<file path="config.mk">
export PLATFORM = sky130hd
export DESIGN_NAME = ess_trigger_gen
export DESIGN_NICKNAME = d
export VERILOG_FILES = /design/src/rtl/ess_trigger_gen.sv
export SDC_FILE = /design/constraint.sdc
export NUM_CORES = 1
export LEC_CHECK = 0
export BUFFER_PORTS_ARGS = -buffer_cell sky130_fd_sc_hd__buf_2
export CORE_MARGIN = 2
export CORE_UTILIZATION = 35
export CTS_BUF_LIST = sky130_fd_sc_hd__clkbuf_16
export DETAILED_ROUTE_END_ITERATION = 10
export SYNTH_ARGS = -nofsm -noshare
export SYNTH_HDL_FRONTEND = slang
export SYNTH_SLANG_ARGS = --single-unit
</file>
<file path="constraint.sdc">
create_clock -name clk -period 5.7 [get_ports clk]
set_input_delay 0.855 -clock clk [delete_from_list [all_inputs] [get_ports clk]]
set_output_delay 0.855 -clock clk [all_outputs]
set_load 0.005 [all_outputs]
</file>
<file path="src/rtl/ess_trigger_gen.sv">
// rtl/ess_trigger_gen.sv - emergency stop signal initiator driven by sampled hard braking
//
// Purpose:
//   Watches vehicle speed on a periodic sample strobe and, once hard braking
//   has been seen on CONFIRM_SAMPLES consecutive samples, emits a one-cycle
//   ess_trigger pulse for the hazard-light block. While braking stays hard the
//   pulse is repeated every REFRESH_TICKS samples so the flash never lapses.
//   Leaving hard braking passes through a COOLDOWN of COOLDOWN_TICKS samples.
//
// Ports:
//   clk              in   system clock
//   rst              in   asynchronous active-high reset
//   tick_sample      in   one-cycle sample strobe
//   speed[7:0]       in   current speed in km/h, unsigned
//   brake_pressed    in   brake pedal level
//   is_accel_pressed in   accelerator pedal level
//   ess_trigger      out  one-cycle hazard flash request
//   ess_state[1:0]   out  0 IDLE, 1 MONITOR, 2 HOLD, 3 COOLDOWN
//   ess_event_count  out  initial fires (refreshes excluded), saturating at 255

module ess_trigger_gen #(
  parameter int unsigned MIN_SPEED       = 30,
  parameter int unsigned DECEL_THRESH    = 2,
  parameter int unsigned CONFIRM_SAMPLES = 3,
  parameter int unsigned REFRESH_TICKS   = 20,
  parameter int unsigned COOLDOWN_TICKS  = 10
) (
  input  logic       clk,
  input  logic       rst,
  input  logic       tick_sample,
  input  logic [7:0] speed,
  input  logic       brake_pressed,
  input  logic       is_accel_pressed,
  output logic       ess_trigger,
  output logic [1:0] ess_state,
  output logic [7:0] ess_event_count
);

  typedef enum logic [1:0] {
    S_IDLE     = 2'd0,
    S_MONITOR  = 2'd1,
    S_HOLD     = 2'd2,
    S_COOLDOWN = 2'd3
  } state_e;

  localparam logic [7:0] MIN_SPEED_C = 8'(MIN_SPEED);
  localparam logic [7:0] DECEL_C     = 8'(DECEL_THRESH);
  localparam logic [7:0] CONFIRM_C   = 8'(CONFIRM_SAMPLES);
  localparam logic [7:0] REFRESH_C   = 8'(REFRESH_TICKS);
  localparam logic [7:0] COOLDOWN_C  = 8'(COOLDOWN_TICKS);

  state_e     state_q, state_d;
  logic [7:0] hit_cnt_q, hit_cnt_d;
  logic [7:0] refresh_cnt_q, refresh_cnt_d;
  logic [7:0] cd_cnt_q, cd_cnt_d;
  logic [7:0] prev_speed_q, prev_speed_d;
  logic       prev_valid_q, prev_valid_d;
  logic       trig_q, trig_d;
  logic [7:0] event_cnt_q, event_cnt_d;

  logic [7:0] decel;
  logic       qualify;
  logic [7:0] hit_inc;
  logic [7:0] refresh_inc;
  logic [7:0] cd_dec;

  // Unsigned drop only; a speed increase reads as zero deceleration.
  assign decel = (prev_speed_q > speed) ? (prev_speed_q - speed) : 8'd0;

  // Accelerator in the qualify term is what suppresses a pulse on a tick
  // where the confirm count would otherwise complete.
  assign qualify = prev_valid_q & brake_pressed & ~is_accel_pressed &
                   (prev_speed_q >= MIN_SPEED_C) & (decel >= DECEL_C);

  assign hit_inc     = hit_cnt_q + 8'd1;
  assign refresh_inc = refresh_cnt_q + 8'd1;
  assign cd_dec      = cd_cnt_q - 8'd1;

  always_comb begin
    state_d       = state_q;
    hit_cnt_d     = hit_cnt_q;
    refresh_cnt_d = refresh_cnt_q;
    cd_cnt_d      = cd_cnt_q;
    prev_speed_d  = prev_speed_q;
    prev_valid_d  = prev_valid_q;
    event_cnt_d   = event_cnt_q;
    trig_d        = 1'b0;

    if (tick_sample) begin
      prev_speed_d = speed;
      prev_valid_d = 1'b1;
      // The first tick after reset only primes prev_speed.
      if (prev_valid_q) begin
        unique case (state_q)
          S_IDLE: begin
            if (brake_pressed) begin
              state_d   = S_MONITOR;
              hit_cnt_d = qualify ? 8'd1 : 8'd0;
            end
          end
          S_MONITOR: begin
            if (qualify) begin
              hit_cnt_d = hit_inc;
              if (hit_inc >= CONFIRM_C) begin
                trig_d        = 1'b1;
                event_cnt_d   = (event_cnt_q == 8'hFF) ? 8'hFF : event_cnt_q + 8'd1;
                refresh_cnt_d = 8'd0;
                state_d       = S_HOLD;
              end
            end else begin
              hit_cnt_d = 8'd0;
              if (!brake_pressed) begin
                state_d = S_IDLE;
              end
            end
          end
          S_HOLD: begin
            if (is_accel_pressed || !brake_pressed || (speed == 8'd0)) begin
              state_d  = S_COOLDOWN;
              cd_cnt_d = COOLDOWN_C;
            end else if (qualify) begin
              if (refresh_inc >= REFRESH_C) begin
                trig_d        = 1'b1;
                refresh_cnt_d = 8'd0;
              end else begin
                refresh_cnt_d = refresh_inc;
              end
            end else begin
              refresh_cnt_d = 8'd0;
            end
          end
          S_COOLDOWN: begin
            cd_cnt_d = cd_dec;
            if (cd_dec == 8'd0) begin
              state_d   = S_IDLE;
              hit_cnt_d = 8'd0;
            end
          end
          default: state_d = S_IDLE;
        endcase
      end
    end else if ((state_q == S_HOLD) && is_accel_pressed) begin
      // Accelerator ends HOLD immediately, not just on the next sample.
      state_d  = S_COOLDOWN;
      cd_cnt_d = COOLDOWN_C;
    end
  end

  always_ff @(posedge clk or posedge rst) begin
    if (rst) begin
      state_q       <= S_IDLE;
      hit_cnt_q     <= 8'd0;
      refresh_cnt_q <= 8'd0;
      cd_cnt_q      <= 8'd0;
      prev_speed_q  <= 8'd0;
      prev_valid_q  <= 1'b0;
      trig_q        <= 1'b0;
      event_cnt_q   <= 8'd0;
    end else begin
      state_q       <= state_d;
      hit_cnt_q     <= hit_cnt_d;
      refresh_cnt_q <= refresh_cnt_d;
      cd_cnt_q      <= cd_cnt_d;
      prev_speed_q  <= prev_speed_d;
      prev_valid_q  <= prev_valid_d;
      trig_q        <= trig_d;
      event_cnt_q   <= event_cnt_d;
    end
  end

  assign ess_trigger     = trig_q;
  assign ess_state       = state_q;
  assign ess_event_count = event_cnt_q;

endmodule

</file>
* After elaboration in Yosys (flattened, before gate mapping)
Cells that the tools add are included.
** Word-level totals
- Flip-flop bits (word level) :: 44
- Input port bits :: 13
- Output and inout bits :: 11
- Logic and storage cells :: 90
** Cells by class
- $add $sub $neg :: 5
- Magnitude comparators :: 5
- Eq/ne operators :: 16
- Mux-type cells :: 36
- Bitwise logic cells :: 5
- Reductions and logical operators :: 15
** Operators with widths (count)
- $mux 8 :: 14
- $pmux 8 s2 :: 2
- $add 8x1->8 const B :: 3
- $pmux 8 s3 :: 1
- $mux 2 :: 9
- $ge 8x2->1 const B :: 2
- $ge 8x5->1 const B :: 2
- $logic_not 8->1 :: 2
- $ne 2x2->1 const B :: 5
- $reduce_and 5->1 :: 2
- $ne 3x3->1 const B :: 3
- $eq 8x8->1 const B :: 1
- $gt 8x8->1 :: 1
- $mux 1 :: 8
- $ne 4x4->1 const B :: 2
- $pmux 2 s4 :: 1
- $sub 8x1->8 const B :: 1
- $sub 8x8->8 :: 1
- $reduce_and 7->1 :: 1
- $reduce_and 6->1 :: 1
- $and 1x1->1 :: 4
- $eq 2x2->1 const B :: 2
- $reduce_and 4->1 :: 1
- $reduce_bool 2->1 :: 2
- other kinds (10) :: 11

* Longest topological paths before layout
Gate-level depths: netlist (run 1).
- Depth after elaboration :: 9
- Gate-level depth with buffers :: 11
- Gate-level depth less buffers :: 10

* Least setup slack after synthesis (run 1)
OpenSTA, ideal clock, no wires.
- Path type :: input port to flip-flop
- Start point :: input port speed[0]
- End point :: register hit_cnt_q[0]
- Setup time :: 0.131 ns
- Arrival time :: 3.077 ns
- Slack :: 2.492 ns
- Cell stages on the path :: 9
- Cells stage by stage :: ha_1 fa_1 nor2b_1 o31a_1 nor3_1 a311o_1 o21ai_1 and4b_1 or3_1
** On the way
- Longest elaborated chain between the ends :: 7
- Elaborated cells between the ends (all ways) :: 9
** Ends and longest elaborated chain
- start: declaration :: line 31 : input logic [7:0] speed,
- $sub 8x8->8 / $gt 8x8->1 (equally long branches) :: line 68 : assign decel = (prev_speed_q > speed) ? (prev_speed_q - speed) : 8'd0;
- $mux 8 * :: line 68
- $ge 8x2->1 * :: line 73 : (prev_speed_q >= MIN_SPEED_C) & (decel >= DECEL_C);
- $and 1x1->1 * :: line 73
- $mux 1 :: line 98 : hit_cnt_d = qualify ? 8'd1 : 8'd0;
- $mux 8 :: line 96 : if (brake_pressed) begin
- $pmux 8 s3 * :: line 94 : unique case (state_q)
- end signal: assignment :: line 161 : hit_cnt_q <= hit_cnt_d;
- end: declaration :: line 53 : logic [7:0] hit_cnt_q, hit_cnt_d;
Mark *: on every way between the ends. The rest lies on a longest branch, timed or not. The select of a mux whose other input is x is not followed.
A chain may end at the register's enable or synchronous reset.

* Worst setup path after layout (run 1)
- Start point :: input port speed[0]
- End point :: register hit_cnt_q[7]
** On the way
- Longest elaborated chain between the ends :: 6
- Elaborated cells between the ends (all ways) :: 7
** Ends and longest elaborated chain
- $sub 8x8->8 / $gt 8x8->1 (equally long branches) :: line 68
- $mux 8 * :: line 68
- $ge 8x2->1 * :: line 73
- $and 1x1->1 * :: line 73
- $mux 8 * :: line 102 : if (qualify) begin
- $pmux 8 s3 * :: line 94
Mark *: on every way between the ends. The rest lies on a longest branch, timed or not.

==> results of run 1 <==
## stage by stage
stage               std cells  power, mW  utilization  setup slack (ps)
floorplan                 340      0.716            -              2490
global placement          466      0.813        0.383              2110
detailed placement        466      0.822        0.383              2000
CTS                       474       1.16        0.403              2290
global route              474       1.23        0.403              2040
finish                    474       1.15        0.403              2320
## area by class of cell
type                       instances  area [um2]  share of cell area
clock buffer                       5         125              0.0362
inverter                          26        97.6              0.0282
timing repair buffer              24         123              0.0354
multi-input combinational        264        1840               0.531
sequential                        44        1100               0.318
tap                              108         135              0.0391
clock inverter                     3        42.5              0.0123
## Yosys cell counts, drive strengths merged, types with 10 or more instances
cell	instances	area [um2]
a21oi	16	80.1
inv	26	97.6
nand2b	10	62.6
nor3	18	90.1
and3	10	63.8
ha	20	250
o21ai	26	130
nor2	21	78.8
mux2	15	169
dfrtp	44	1100
nand2	29	109
nand3	11	60.1
## critical path: stages
cell       delay [ps]
buf_2             110
ha_1              220
fa_1              380
nor2b_1           220
o21a_1            160
nor3_1             40
o2111ai_1         340
o211ai_2          350
nor4b_2           670
a22o_1            250
## where the power goes
group	internal [mW]	total (mW)	leakage (nW)	switching, mW
Sequential	0.361	0.432	0.575	0.0717
Clock	0.206	0.333	0.0814	0.127
Combinational	0.159	0.386	0.882	0.227
Total	0.726	1.15	1.54	0.425
## how the worst max path moves through the flow
stage	start	slack, ps	endpoint	depth (start not counted)
finish	speed[0]	2320	hit_cnt_q[7]	10
global route	speed[0]	2040	hit_cnt_q[7]	10
CTS	speed[0]	2290	hit_cnt_q[7]	10
detailed placement	speed[0]	2000	hit_cnt_q[7]	10
global placement	speed[0]	2110	hit_cnt_q[0]	10
floorplan	speed[0]	2490	hit_cnt_q[0]	9
## routing by layer
metal,vias up,wire (um),track usage
met3,4,289,0.0367
met4,0,36,0.0224
met1,1232,3490,0.208
met2,47,2950,0.232
li1,1300,-,-
met5,-,0,0
## cell families (layout without fill, tap and decap cells)
kind of cell	count (synthesis)	in the layout	synth area share
simple gates	137	137	0.242
xor+xnor	6	6	0.0172
fa+ha+maj	21	21	0.0883
buf+inv	32	58	0.0405
flops	44	44	0.360
mux	17	17	0.0617
compound gates	83	83	0.190
## state kept, by name (all words and copies together), names as in the netlist
| name | flops |
|---|---|
| cd_cnt_q | 8 |
| ess_event_count | 8 |
| ess_state | 2 |
| hit_cnt_q | 8 |
| prev_valid_q | 1 |
| prev_speed_q | 8 |
| refresh_cnt_q | 8 |
| ess_trigger | 1 |
## cells in the final DEF, fill, tap and decap left out, types with 2 or more instances in the layout
cell       instances
o21a_1             4
and3_1             9
nand2b_1          10
nand4_1            5
o21ai_0           25
nor2b_1            7
and2_1             2
mux2i_1            2
a21oi_1           16
nand3_1           10
dfrtp_1           44
nor2_1            21
ha_1              20
o31a_1             2
inv_1             25
buf_2             23
xnor2_1            3
clkbuf_16          5
nor3_1            18
a211o_1            4
or2_2              2
a311o_1            2
nor4_1             5
a22oi_1            2
nand3b_1           2
o2111ai_1          2
o31ai_1            4
mux2_2            15
nor4b_1            2
nand2_1           29
xor2_1             3
or3_1              5
a22o_1             6
clkinv_1           2
==> metrics.md, run 1 <==
| Metric | Value |
|---|---|
| CORE AREA | 8590 um2 |
| CP required | 5930 ps |
| Avg Inst Size Synth | 9.00 um2 |
| Total CTS buffers | 5 |
| Worst Hold Class | flop to flop |
| Min-Delay Endpoint | cd_cnt_q[5] |
| # setup viols final | 0 |
| Remaining antenna violation count | 0 |
| Lkg Pwr | 1.54 nW |
| Worst-Skew Late Latency | 290 ps |
| DR iter-0 viols | 105 |
| IO buf count | 23 |
| Fin crit period | 3380 ps |
| Hold-critical path depth | 1 |
| Yosys cell types | 62 |
| All-Layer GR Usage | 0.147 |
| R2r worst-path depth | 10 |
| Initial antenna violation count | 0 |
| Cell area after synthesis | 3060 um2 |
| Fmax | 0.296 GHz |
| Synth-to-Final Area Change | 13.0% |
| WL final | 6760 um |
| Hold Slack | 477 ps |
| Yosys reg bits | 44 |
| Fin. max-slew vios | 0 |
| CTS hold repair buffers | 0 |
| Max cap viols | 0 |
| FILL cells | 876 |
| WP data arrival | 3610 ps |
| Reg-to-Reg Start | prev_speed_q[0] |
| Vias in the first global route | 2,506 |
| Critical path launch point type | primary input |
| Vias/cell | 5.45 |
| Crit path kind | primary input to flop |
| Design area | 3460 um2 |
| CTS Buffer Depth | 2 |
| Post-cts repair resize count | 0 |
| CTS Root Cell | clkbuf_16 |
| Row count | 34 |
| Yosys warns | 0 |
| Pin count of the biggest net entering global routing | 45 |
| CTS clk-pin slew, worst paths | 70 ps |
| Final Skew | 4.18 ps |
| Post-Syn Nets | 374 |
| Dpl hpwl | 4880 um |
| Hold Crit Start | cd_cnt_q[5] |
| Synth Flop Type | dfrtp_1 |
| Starting Density | 0.356 |
| Actual slew at the worst max-slew pin | 667 ps |
| Cells after Synth | 340 |
| First-pass GRT wire length | 11,800 um |
| DRC Markers | 0 |
| Ys async rst share | 1.00 |
| Post-synth EDFFs | 0 |
| GP Congestion | 0.835 |
| Worst reg2reg endpoint | hit_cnt_q[7] |
| Die footprint | 9510 um2 |
| Seq/Total Area, Yosys | 0.360 |
| Status | complete, no violations |
| Total negative slack | 0 ps |
| Clock sink total | 44 |
| PD cells | 333 nW/um2 |
| Global route total overflow | 0 |
| RSZ-0062 raised after global routing | no |
| Post-CTS Repair Setup Buffers | 0 |
| Die Ht | 97.5 um |
| Layout cells sized above 1 | 0.158 |
| Post-DP Area | 3290 um2 |
| # H-tree levels | 2 |
| CTS tree | built |
| DR pass1 iterations | 5 |
| Num ports | 24 |
| Slew headroom | 0.554 |
| Via Count | 2,583 |
| Diode count | 0 |
| Worst ir drop on vdd | 0.000133 V |
| Critical path peak fanout | 15 |
| DR WL/cell | 14.3 um |
| Crit share post-route | 0.593 |
| Die span in x | 97.5 um |
| Net count, final | 399 |
| Final hold violations | 0 |
| Worst setup EP type | flop |
| Worst reg2reg setup slack | 2650 ps |
Note: power is estimated with default switching activity, not from simulation.
==> run 2: changes to the inputs <==
==> constraint.sdc (replaced) <==
create_clock -name clk -period 2.95 [get_ports clk]
set_input_delay 0.4425 -clock clk [delete_from_list [all_inputs] [get_ports clk]]
set_output_delay 0.4425 -clock clk [all_outputs]
set_load 0.005 [all_outputs]
==> run 2 against run 1 <==
Against the previous run:
- highest routed layer unchanged
- worst hold slack lost 180 ps
- sequential power grew 93%
- utilization grew 1.5 points
- critical endpoint is now hit_cnt_q[0]
- combinational power grew 110%
==> metrics.md, run 2 (synthesis results as in run 1) <==
| Metric | Value |
|---|---|
| Status | complete, no violations |
| Buf+Inv Stages, Crit Path | 1 |
| WL final | 6820 um |
| Row count | 34 |
| WP data arrival | 2930 ps |
| Via Count | 2,605 |
| Crit-path max cell delay | 510 ps |
| CTS tree | built |
| CP required | 3120 ps |
| Hold Slack | 295 ps |
| Most common cell after layout, fill and taps aside | dfrtp_1 |
| Total negative slack | 0 ps |
| DR iter-0 viols | 125 |
| CP max stage cell | or4b_4 |
| DR pass1 iterations | 4 |
| Clock sink total | 44 |
| CP Depth | 8 |
| PD cells | 630 nW/um2 |
| CTS hold repair buffers | 0 |
| RSZ-0062 raised after global routing | no |
| CTS Buffer Depth | 2 |
| Post-CTS Repair Setup Buffers | 0 |
| Non-filler cells, final | 487 |
| Vias in the first global route | 2,443 |
| Synth-to-Final Area Change | 17.3% |
| FILL cells | 858 |
| CTS clk-pin slew, worst paths | 70 ps |
| Crit-path leading delay family | simple AND/OR/NAND/NOR gates |
| Total CTS buffers | 5 |
| Remaining antenna violation count | 0 |
| Critical path peak fanout | 10 |
| Slew headroom | 0.604 |
| R2r worst-path depth | 8 |
| Max cap viols | 0 |
| Final Skew | 11.6 ps |
| Cell Chain, Critical Path | or3_4 -> or4b_4 -> xor2_1 -> nand3_2 -> a2111oi_4 -> buf_4 -> nor2_1 -> or3_1 |
| DR WL/cell | 14.0 um |
| Critical path launch point type | flop |
| # setup viols final | 0 |
| CTS Root Cell | clkbuf_16 |
| Met3 Use GR | 0.0273 |
| Num ports | 24 |
| IO buf count | 23 |
| Placed Cells | 479 |
| Lkg Pwr | 1.62 nW |
| Layout cells sized above 1 | 0.195 |
| Die Ht | 97.5 um |
| GP Congestion | 0.817 |
| CORE AREA | 8590 um2 |
| All-Layer GR Usage | 0.148 |
| Most frequent cells in the layout | 44 x dfrtp_1, 29 x nand2_1, 26 x inv_1 |
| Final hold violations | 0 |
| Die footprint | 9510 um2 |
| Diode count | 0 |
| Met2 GRT Util | 0.223 |
| Initial antenna violation count | 0 |
| Actual slew at the worst max-slew pin | 594 ps |
| DRC Markers | 0 |
| Fmax | 0.363 GHz |
| Fin. max-slew vios | 0 |
| Starting Density | 0.356 |
| Die span in x | 97.5 um |
| GR peak layer | met2 |
| First-pass GRT wire length | 11,800 um |
| Power Total | 2.26 mW |
| Crit path kind | flop to flop |
| Pin count of the biggest net entering global routing | 45 |
| Worst ir drop on vdd | 0.000332 V |
| Net count, final | 412 |
| Fin crit period | 2750 ps |
| Global route total overflow | 0 |
| Worst setup EP type | flop |
| # H-tree levels | 2 |
| Worst-Skew Late Latency | 290 ps |
| Worst Hold Class | primary input to asynchronous set/reset pin |
| Crit share post-route | 0.934 |
| Dpl hpwl | 4990 um |
| Vias/cell | 5.35 |
| Grt met1 use | 0.218 |
run 2: path summary, 6_finish.rpt:
| kind | start | to | slack, ps |
|---|---|---|---|
| setup / recovery | cd_cnt_q[0] | hit_cnt_q[0] | 200 |
| hold / removal | rst | ess_event_count[4] | 300 |
| setup reg to reg | cd_cnt_q[0] | hit_cnt_q[0] | 200 |
| hold reg to reg | cd_cnt_q[5] | cd_cnt_q[5] | 480 |
| max in group asynchronous | rst | prev_speed_q[6] | 2250 |
| min in group clk | speed[5] | prev_speed_q[5] | 420 |
run 2: worst min-delay path, cell delays in order:
cell      delay [ps]
buf_2            100
clkinv_1          30
buf_4            470
run 2: what timing repair did:
item / in CTS / in global routing
endpoints found under the setup margin: 0 / 13
gates resized for setup: 0 / 4
hold endpoints to repair: 0 / 0
run 2: layout make-up:
cell class	instances	area [um2]	area share
repair buffers	37	233	0.0649
inverters	26	97.6	0.0272
flip-flops and latches	44	1100	0.307
clock inverters	3	38.8	0.0108
well taps	108	135	0.0377
multi-input cells	264	1860	0.518
clock buffers	5	125	0.0349
run 2: routing by layer:
metal	part of all wire	up-vias	routed length (um)
li1	-	1324	-
met1	0.50	1235	3440
met2	0.45	39	3080
met3	0.034	7	234
met4	0.011	0	72
met5	0	-	0
run 2: stage by stage:
step | setup WS [ps] | instance area, um2 | util
6_report | 195 | 3590 | 0.418
3_3_place_gp | -25.4 | 3400 | 0.396
3_5_place_dp | -139 | 3400 | 0.396
5_1_grt | 43.4 | 3590 | 0.418
2_1_floorplan | 154 | 3060 | -
4_1_cts | 53.3 | 3570 | 0.415
run 2: where the power goes:
| part | switching [mW] | internal [mW] | total, mW |
|---|---|---|---|
| clock | 0.228 | 0.395 | 0.623 |
| combinational | 0.450 | 0.352 | 0.802 |
| sequential | 0.138 | 0.697 | 0.835 |
| total | 0.816 | 1.44 | 2.26 |
